===== config.mk =====
export PLATFORM = sky130hd
export DESIGN_NAME = axi4_lite_req_arbiter
export DESIGN_NICKNAME = d
export VERILOG_FILES = /design/src/rtl/axi4_lite_req_arbiter.sv
export SDC_FILE = /design/constraint.sdc
export NUM_CORES = 1
export LEC_CHECK = 0
export ABC_AREA = 1
export CORE_MARGIN = 2
export CORE_UTILIZATION = 35
export DETAILED_ROUTE_END_ITERATION = 16
export PLACE_DENSITY = 0.77
export SYNTH_ARGS = -nofsm -noshare
export SYNTH_HDL_FRONTEND = slang
export SYNTH_SLANG_ARGS = --single-unit

===== constraint.sdc =====
create_clock -name axi4_lite_clk -period 1.3 [get_ports axi4_lite_clk]
set_clock_uncertainty 0.1 [all_clocks]
set_input_delay 0.13 -clock axi4_lite_clk [delete_from_list [all_inputs] [get_ports axi4_lite_clk]]
set_output_delay 0.13 -clock axi4_lite_clk [all_outputs]
set_load 0.005 [all_outputs]

===== src/rtl/axi4_lite_req_arbiter.sv =====
// axi4_lite_req_arbiter
// Shares the single command port of axi4_lite_master between two requesters
// (r0 = core load/store unit, r1 = UART debug/loader). Exactly one AXI4-Lite
// transaction is outstanding at a time. Its completion is routed back to the
// requester that issued it. Ties are broken round-robin.
//
// Optional feature macro: AXI4_LITE_ARB_TIMEOUT_EN
//   defined   : a watchdog ends a stalled transaction after TIMEOUT_CYCLES
//               wait cycles with an error completion.
//   undefined : the wait states hold until the master responds.
module axi4_lite_req_arbiter #(
    parameter int ADDR_WIDTH     = 32,
    parameter int DATA_WIDTH     = 32,
    parameter int STRB_WIDTH     = 4,
    parameter int TIMEOUT_CYCLES = 255
) (
    input  logic                  axi4_lite_clk,
    input  logic                  axi4_lite_rstn,

    input  logic                  r0_req_valid,
    input  logic                  r0_req_we,
    input  logic [ADDR_WIDTH-1:0] r0_req_addr,
    input  logic [DATA_WIDTH-1:0] r0_req_wdata,
    input  logic [STRB_WIDTH-1:0] r0_req_strb,
    output logic                  r0_req_ready,
    output logic                  r0_rsp_valid,
    output logic [DATA_WIDTH-1:0] r0_rsp_rdata,
    output logic                  r0_rsp_err,

    input  logic                  r1_req_valid,
    input  logic                  r1_req_we,
    input  logic [ADDR_WIDTH-1:0] r1_req_addr,
    input  logic [DATA_WIDTH-1:0] r1_req_wdata,
    input  logic [STRB_WIDTH-1:0] r1_req_strb,
    output logic                  r1_req_ready,
    output logic                  r1_rsp_valid,
    output logic [DATA_WIDTH-1:0] r1_rsp_rdata,
    output logic                  r1_rsp_err,

    output logic                  wr_en_out,
    output logic                  rd_en_out,
    output logic [ADDR_WIDTH-1:0] wr_addr_out,
    output logic [ADDR_WIDTH-1:0] rd_addr_out,
    output logic [DATA_WIDTH-1:0] wr_data_out,
    output logic [STRB_WIDTH-1:0] byte_en_out,

    input  logic                  wr_resp_valid_in,
    input  logic [1:0]            wr_resp_in,
    input  logic                  rd_data_valid_in,
    input  logic [DATA_WIDTH-1:0] rd_data_in,
    input  logic [1:0]            rd_resp_in
);

    typedef enum logic [2:0] {
        IDLE,
        ISSUE,
        WAIT_WR,
        WAIT_RD,
        RESP
    } state_t;

    state_t                  state;
    logic                    last_grant;   // index of the most recent grant
    logic                    grant_idx;    // owner of the transaction in flight
    logic                    cap_we;       // captured direction of that transaction

    logic                    grant0;
    logic                    grant1;
    logic                    sel_we;
    logic [ADDR_WIDTH-1:0]   sel_addr;
    logic [DATA_WIDTH-1:0]   sel_wdata;
    logic [STRB_WIDTH-1:0]   sel_strb;

    logic                    rsp_hit;
    logic                    rsp_hit_err;
    logic [DATA_WIDTH-1:0]   rsp_hit_data;
    logic                    wd_fire;
    logic                    done;
    logic                    done_err;

    // Only BRESP/RRESP bit 1 (SLVERR/DECERR) matters; bit 0 (EXOKAY) is ignored.
    logic unused_resp_lsb;
    assign unused_resp_lsb = wr_resp_in[0] ^ rd_resp_in[0];

    // Arbitration: a lone requester wins; on a tie the one not granted last wins.
    always_comb begin
        grant0 = 1'b0;
        grant1 = 1'b0;
        if (axi4_lite_rstn && (state == IDLE)) begin
            grant0 = r0_req_valid && (!r1_req_valid || last_grant);
            grant1 = r1_req_valid && (!r0_req_valid || !last_grant);
        end
    end

    assign r0_req_ready = grant0;
    assign r1_req_ready = grant1;

    // Mux the winning requester's fields toward the capture registers.
    always_comb begin
        sel_we    = r0_req_we;
        sel_addr  = r0_req_addr;
        sel_wdata = r0_req_wdata;
        sel_strb  = r0_req_strb;
        if (grant1) begin
            sel_we    = r1_req_we;
            sel_addr  = r1_req_addr;
            sel_wdata = r1_req_wdata;
            sel_strb  = r1_req_strb;
        end
    end

    // Detect a master response, only in the wait state matching the direction.
    always_comb begin
        rsp_hit      = 1'b0;
        rsp_hit_err  = 1'b0;
        rsp_hit_data = '0;
        if ((state == WAIT_WR) && wr_resp_valid_in) begin
            rsp_hit     = 1'b1;
            rsp_hit_err = wr_resp_in[1];
        end else if ((state == WAIT_RD) && rd_data_valid_in) begin
            rsp_hit      = 1'b1;
            rsp_hit_err  = rd_resp_in[1];
            rsp_hit_data = rd_data_in;
        end
    end

`ifdef AXI4_LITE_ARB_TIMEOUT_EN
    localparam int                WD_W    = $clog2(TIMEOUT_CYCLES + 1);
    localparam logic [WD_W-1:0]   WD_LAST = WD_W'(TIMEOUT_CYCLES - 1);

    logic [WD_W-1:0] wd_cnt;
    logic            waiting;

    // The counter holds (k-1) during the k-th wait cycle; a response wins a tie.
    assign waiting = (state == WAIT_WR) || (state == WAIT_RD);
    assign wd_fire = waiting && !rsp_hit && (wd_cnt == WD_LAST);

    // Watchdog: cleared while issuing, counts wait cycles without a response.
    always_ff @(posedge axi4_lite_clk) begin
        if (!axi4_lite_rstn) begin
            wd_cnt <= '0;
        end else if (state == ISSUE) begin
            wd_cnt <= '0;
        end else if (waiting && !rsp_hit && !wd_fire) begin
            wd_cnt <= wd_cnt + 1'b1;
        end
    end
`else
    localparam int unused_timeout_cycles = TIMEOUT_CYCLES;
    assign wd_fire = 1'b0;
`endif

    assign done     = rsp_hit || wd_fire;
    assign done_err = rsp_hit ? rsp_hit_err : 1'b1;

    // Sequencer: accept, issue, wait for completion, respond to the owner.
    always_ff @(posedge axi4_lite_clk) begin
        if (!axi4_lite_rstn) begin
            state        <= IDLE;
            last_grant   <= 1'b1;
            grant_idx    <= 1'b0;
            cap_we       <= 1'b0;
            wr_en_out    <= 1'b0;
            rd_en_out    <= 1'b0;
            wr_addr_out  <= '0;
            rd_addr_out  <= '0;
            wr_data_out  <= '0;
            byte_en_out  <= '0;
            r0_rsp_valid <= 1'b0;
            r0_rsp_rdata <= '0;
            r0_rsp_err   <= 1'b0;
            r1_rsp_valid <= 1'b0;
            r1_rsp_rdata <= '0;
            r1_rsp_err   <= 1'b0;
        end else begin
            wr_en_out    <= 1'b0;
            rd_en_out    <= 1'b0;
            r0_rsp_valid <= 1'b0;
            r1_rsp_valid <= 1'b0;
            case (state)
                IDLE: begin
                    if (grant0 || grant1) begin
                        grant_idx   <= grant1;
                        last_grant  <= grant1;
                        cap_we      <= sel_we;
                        wr_addr_out <= sel_addr;
                        rd_addr_out <= sel_addr;
                        wr_data_out <= sel_wdata;
                        byte_en_out <= sel_strb;
                        // Strobe lands in the ISSUE cycle.
                        wr_en_out   <= sel_we;
                        rd_en_out   <= !sel_we;
                        state       <= ISSUE;
                    end
                end
                ISSUE: begin
                    state <= cap_we ? WAIT_WR : WAIT_RD;
                end
                WAIT_WR, WAIT_RD: begin
                    if (done) begin
                        if (grant_idx) begin
                            r1_rsp_valid <= 1'b1;
                            r1_rsp_rdata <= rsp_hit_data;
                            r1_rsp_err   <= done_err;
                        end else begin
                            r0_rsp_valid <= 1'b1;
                            r0_rsp_rdata <= rsp_hit_data;
                            r0_rsp_err   <= done_err;
                        end
                        state <= RESP;
                    end
                end
                RESP: begin
                    state <= IDLE;
                end
                default: begin
                    state <= IDLE;
                end
            endcase
        end
    end

endmodule


==> impl_metrics.env <==
export IMPL_yosys_area_share_adder=0
export IMPL_antenna_found_initial=0
export IMPL_cp_slowest_cell="dfxtp_2"
export IMPL_wl_per_cell_um=17.6
export IMPL_finalWirelength_um=26600
export IMPL_ys_ff_latch=144
export IMPL_place_area_um2=10200
export IMPL_critPathMaxFanout=8
export IMPL_overflow=0
export IMPL_firstDrtPassIters=5
export IMPL_maxCapViolations=0
export IMPL_share_comb_of_total_power=0.393
export IMPL_yosys_mux_area_fraction=0
export IMPL_vias_per_cell=4.89
export IMPL_holdWs_ps=106
export IMPL_min_path_type="input port to register"
export IMPL_yosysWarningCount=0
export IMPL_final_nets=1453
export IMPL_netlist_area_um2=6370
export IMPL_synthFlopType="dfxtp_1"
export IMPL_ir_drop_mv=0.901
export IMPL_synth_top_family_by_area="simple AND/OR/NAND/NOR gates"
export IMPL_post_place_cells=1440
export IMPL_setup_viol_count_final=148
export IMPL_avgSynthCellArea_um2=7.06
export IMPL_syn_instance_count=902
export IMPL_startpoint_type="register"
export IMPL_final_cell_mix="177 x nand2_1, 176 x clkdlybuf4s50_1, 148 x dlygate4sd2_1"
export IMPL_cpPeakStageDelay_ps=340
export IMPL_yosysTopAreaCell="dfxtp_1"
export IMPL_h_tree_depth=4
export IMPL_cp_common_cell="nor2_4"
export IMPL_synth_edf_count=0
export IMPL_failed_checks="negative setup slack"
export IMPL_synth_nets=1082
export IMPL_ioPinCount=352
export IMPL_worstSkewPairLatency_ps=410
export IMPL_status="complete, but fails checks"
export IMPL_detailedPlace_worstSlack_ps=-486
export IMPL_p_per_area_nw_per_um2=1360
export IMPL_num_rows=49
export IMPL_drc=0
export IMPL_setup_tns_final_ps=-36480
export IMPL_fin_area_um2=12200
export IMPL_gp_congestion=0.854
export IMPL_ant_nets=0
export IMPL_die_h_um=139
export IMPL_synth_compound_area_share=0.135
export IMPL_synthXorXnorAreaFrac=0
export IMPL_cp_arrival_ps=1900
export IMPL_seq_power_share=0.330
export IMPL_port_buffers=349
export IMPL_drv_slew=0
export IMPL_cts_tree="done"
export IMPL_synth_distinct_cells=24
export IMPL_grt_start_max_net_pins=59
export IMPL_rsz0062_at_grt="yes"
export IMPL_drt_iter0_markers=298
export IMPL_cts_sinks=144
export IMPL_grtUsageTotal=0.236
export IMPL_synth_seq_area_share=0.452
export IMPL_n_antenna_cell=0
export IMPL_final_common_cell="nand2_1"
export IMPL_async_reset_ff_frac=0
export IMPL_clockBufferDepth=2
export IMPL_power_internal_mw=11.1
export IMPL_p_clk_frac=0.277
export IMPL_crit_path_end_kind="register"
export IMPL_final_hold_viol_count=0
export IMPL_path_cells="nor2_4 > nand3_4 > nor2_4 > buf_12 > clkbuf_16 > nand2_2 > and2_4 > a21oi_2"
export IMPL_root_buffer="clkbuf_16"
export IMPL_synthSimpleGateAreaFrac=0.297
export IMPL_min_period_over_period=1.27
export IMPL_fmax_mhz=604
export IMPL_p_sw_mw=5.47
export IMPL_area_growth_pct=91.9
export IMPL_min_period_ps=1660
export IMPL_clk_pin_slew_worst_paths_ps=60
export IMPL_die_area_um2=19300
export IMPL_worst_pin_slew_ps=556
export IMPL_slew_headroom=0.628
export IMPL_leakage_nw=5.51
export IMPL_netSwitchingFraction=0.329
export IMPL_yosysTopAreaCellShare=0.452
export IMPL_drive_gt1_frac=0.314
export IMPL_required_ps=1540
export IMPL_grt_pass1_vias=6839
export IMPL_dp_hpwl_um=16000
export IMPL_crit_type="register to register"
export IMPL_dieWidth_um=139
export IMPL_start_util=0.356
export IMPL_detailroute_via_count=7409
export IMPL_synthTopCellsByArea="dfxtp_1 45%, nand2_1 12%, nor2_1 9.4%, a21oi_1 6.0%, o21ai_0 4.9%"
export IMPL_final_util=0.683
export IMPL_setup_ws_ps=-357
export IMPL_cts_buffers=17
export IMPL_layout_cells_non_filler=1515
export IMPL_core_area_um2=17900
export IMPL_power_mw=16.6
export IMPL_grt_pass1_wl_um=36300
==> cell type report <==
cell class	instances	area [um^2]
Clock inverter	12	111
Sequential cell	144	2930
Fill cell	1391	5680
Inverter	61	262
Clock buffer	20	437
Tap cell	229	287
Timing Repair Buffer	436	4540
Multi-Input combinational cell	613	3650
==> worst max-delay path, delay by kind of cell (launching register included) <==
kind | cells | cell delay, ps
simple gates | 5 | 680
flops | 1 | 340
compound gates | 1 | 120
buf+inv | 2 | 340
==> metal layers <==
| metal | GRT usage | vias to the layer above | routed length, um |
|---|---|---|---|
| li1 | - | 3545 | - |
| met1 | 0.263 | 3494 | 9730 |
| met2 | 0.413 | 310 | 13900 |
| met3 | 0.0698 | 60 | 1990 |
| met4 | 0.109 | 0 | 976 |
| met5 | 0 | - | 0 |
==> cells in the mapped netlist (4+ instances only) <==
cell,count
and2_1,40
nand3_1,18
dfxtp_1,144
nand2_2,4
o21ai_0,63
a21oi_1,77
buf_6,4
buf_2,12
buf_4,39
and2_0,13
clkbuf_1,30
o21bai_1,15
inv_1,58
nand2_1,211
nor2_1,160
==> power by group through the flow <==
stage	sequential (mW)	combinational, mW	clock (mW)
floorplan	5.52	2.39	0
global placement	5.49	5.01	0
detailed placement	5.51	5.07	0
CTS	5.43	5.19	4.68
global route	5.55	6.95	4.87
finish	5.48	6.52	4.61
==> path summary, 6_finish.rpt <==
kind                                startpoint                            to  slack [ps]  depth (start not counted)
hold / removal                  axi4_lite_rstn       last_grant$_SDFFE_PN1P_         110                          3
setup reg to reg         state[2]$_SDFFE_PN0P_  rd_addr_out[18]$_SDFFE_PN0P_        -360                          8
setup / recovery         state[2]$_SDFFE_PN0P_  rd_addr_out[18]$_SDFFE_PN0P_        -360                          8
hold reg to reg   wr_data_out[31]$_SDFFE_PN0P_  wr_data_out[31]$_SDFFE_PN0P_         360                          2
==> cell families after synthesis <==
family / count (synthesis)
buf+inv: 146
simple gates: 451
flops: 144
compound gates: 161
==> sequential cells by signal (all words and copies together) (netlist names) <==
signal        cells
r0_rsp_err        1
wr_en_out         1
last_grant        1
cap_we            1
r1_rsp_valid      1
r0_rsp_rdata     32
r1_rsp_rdata     32
rd_addr_out      32
r1_rsp_err        1
state             3
grant_idx         1
rd_en_out         1
byte_en_out       4
wr_data_out      32
r0_rsp_valid      1
==> what timing repair did <==
item                       CTS  global route
setup buffers               17             4
resized for setup          299           262
pin swaps                   26            68
cloned                       8            18
hold buffers                 0             0
setup endpoints to repair  314           164
Note: power is estimated with default switching activity, not from simulation.
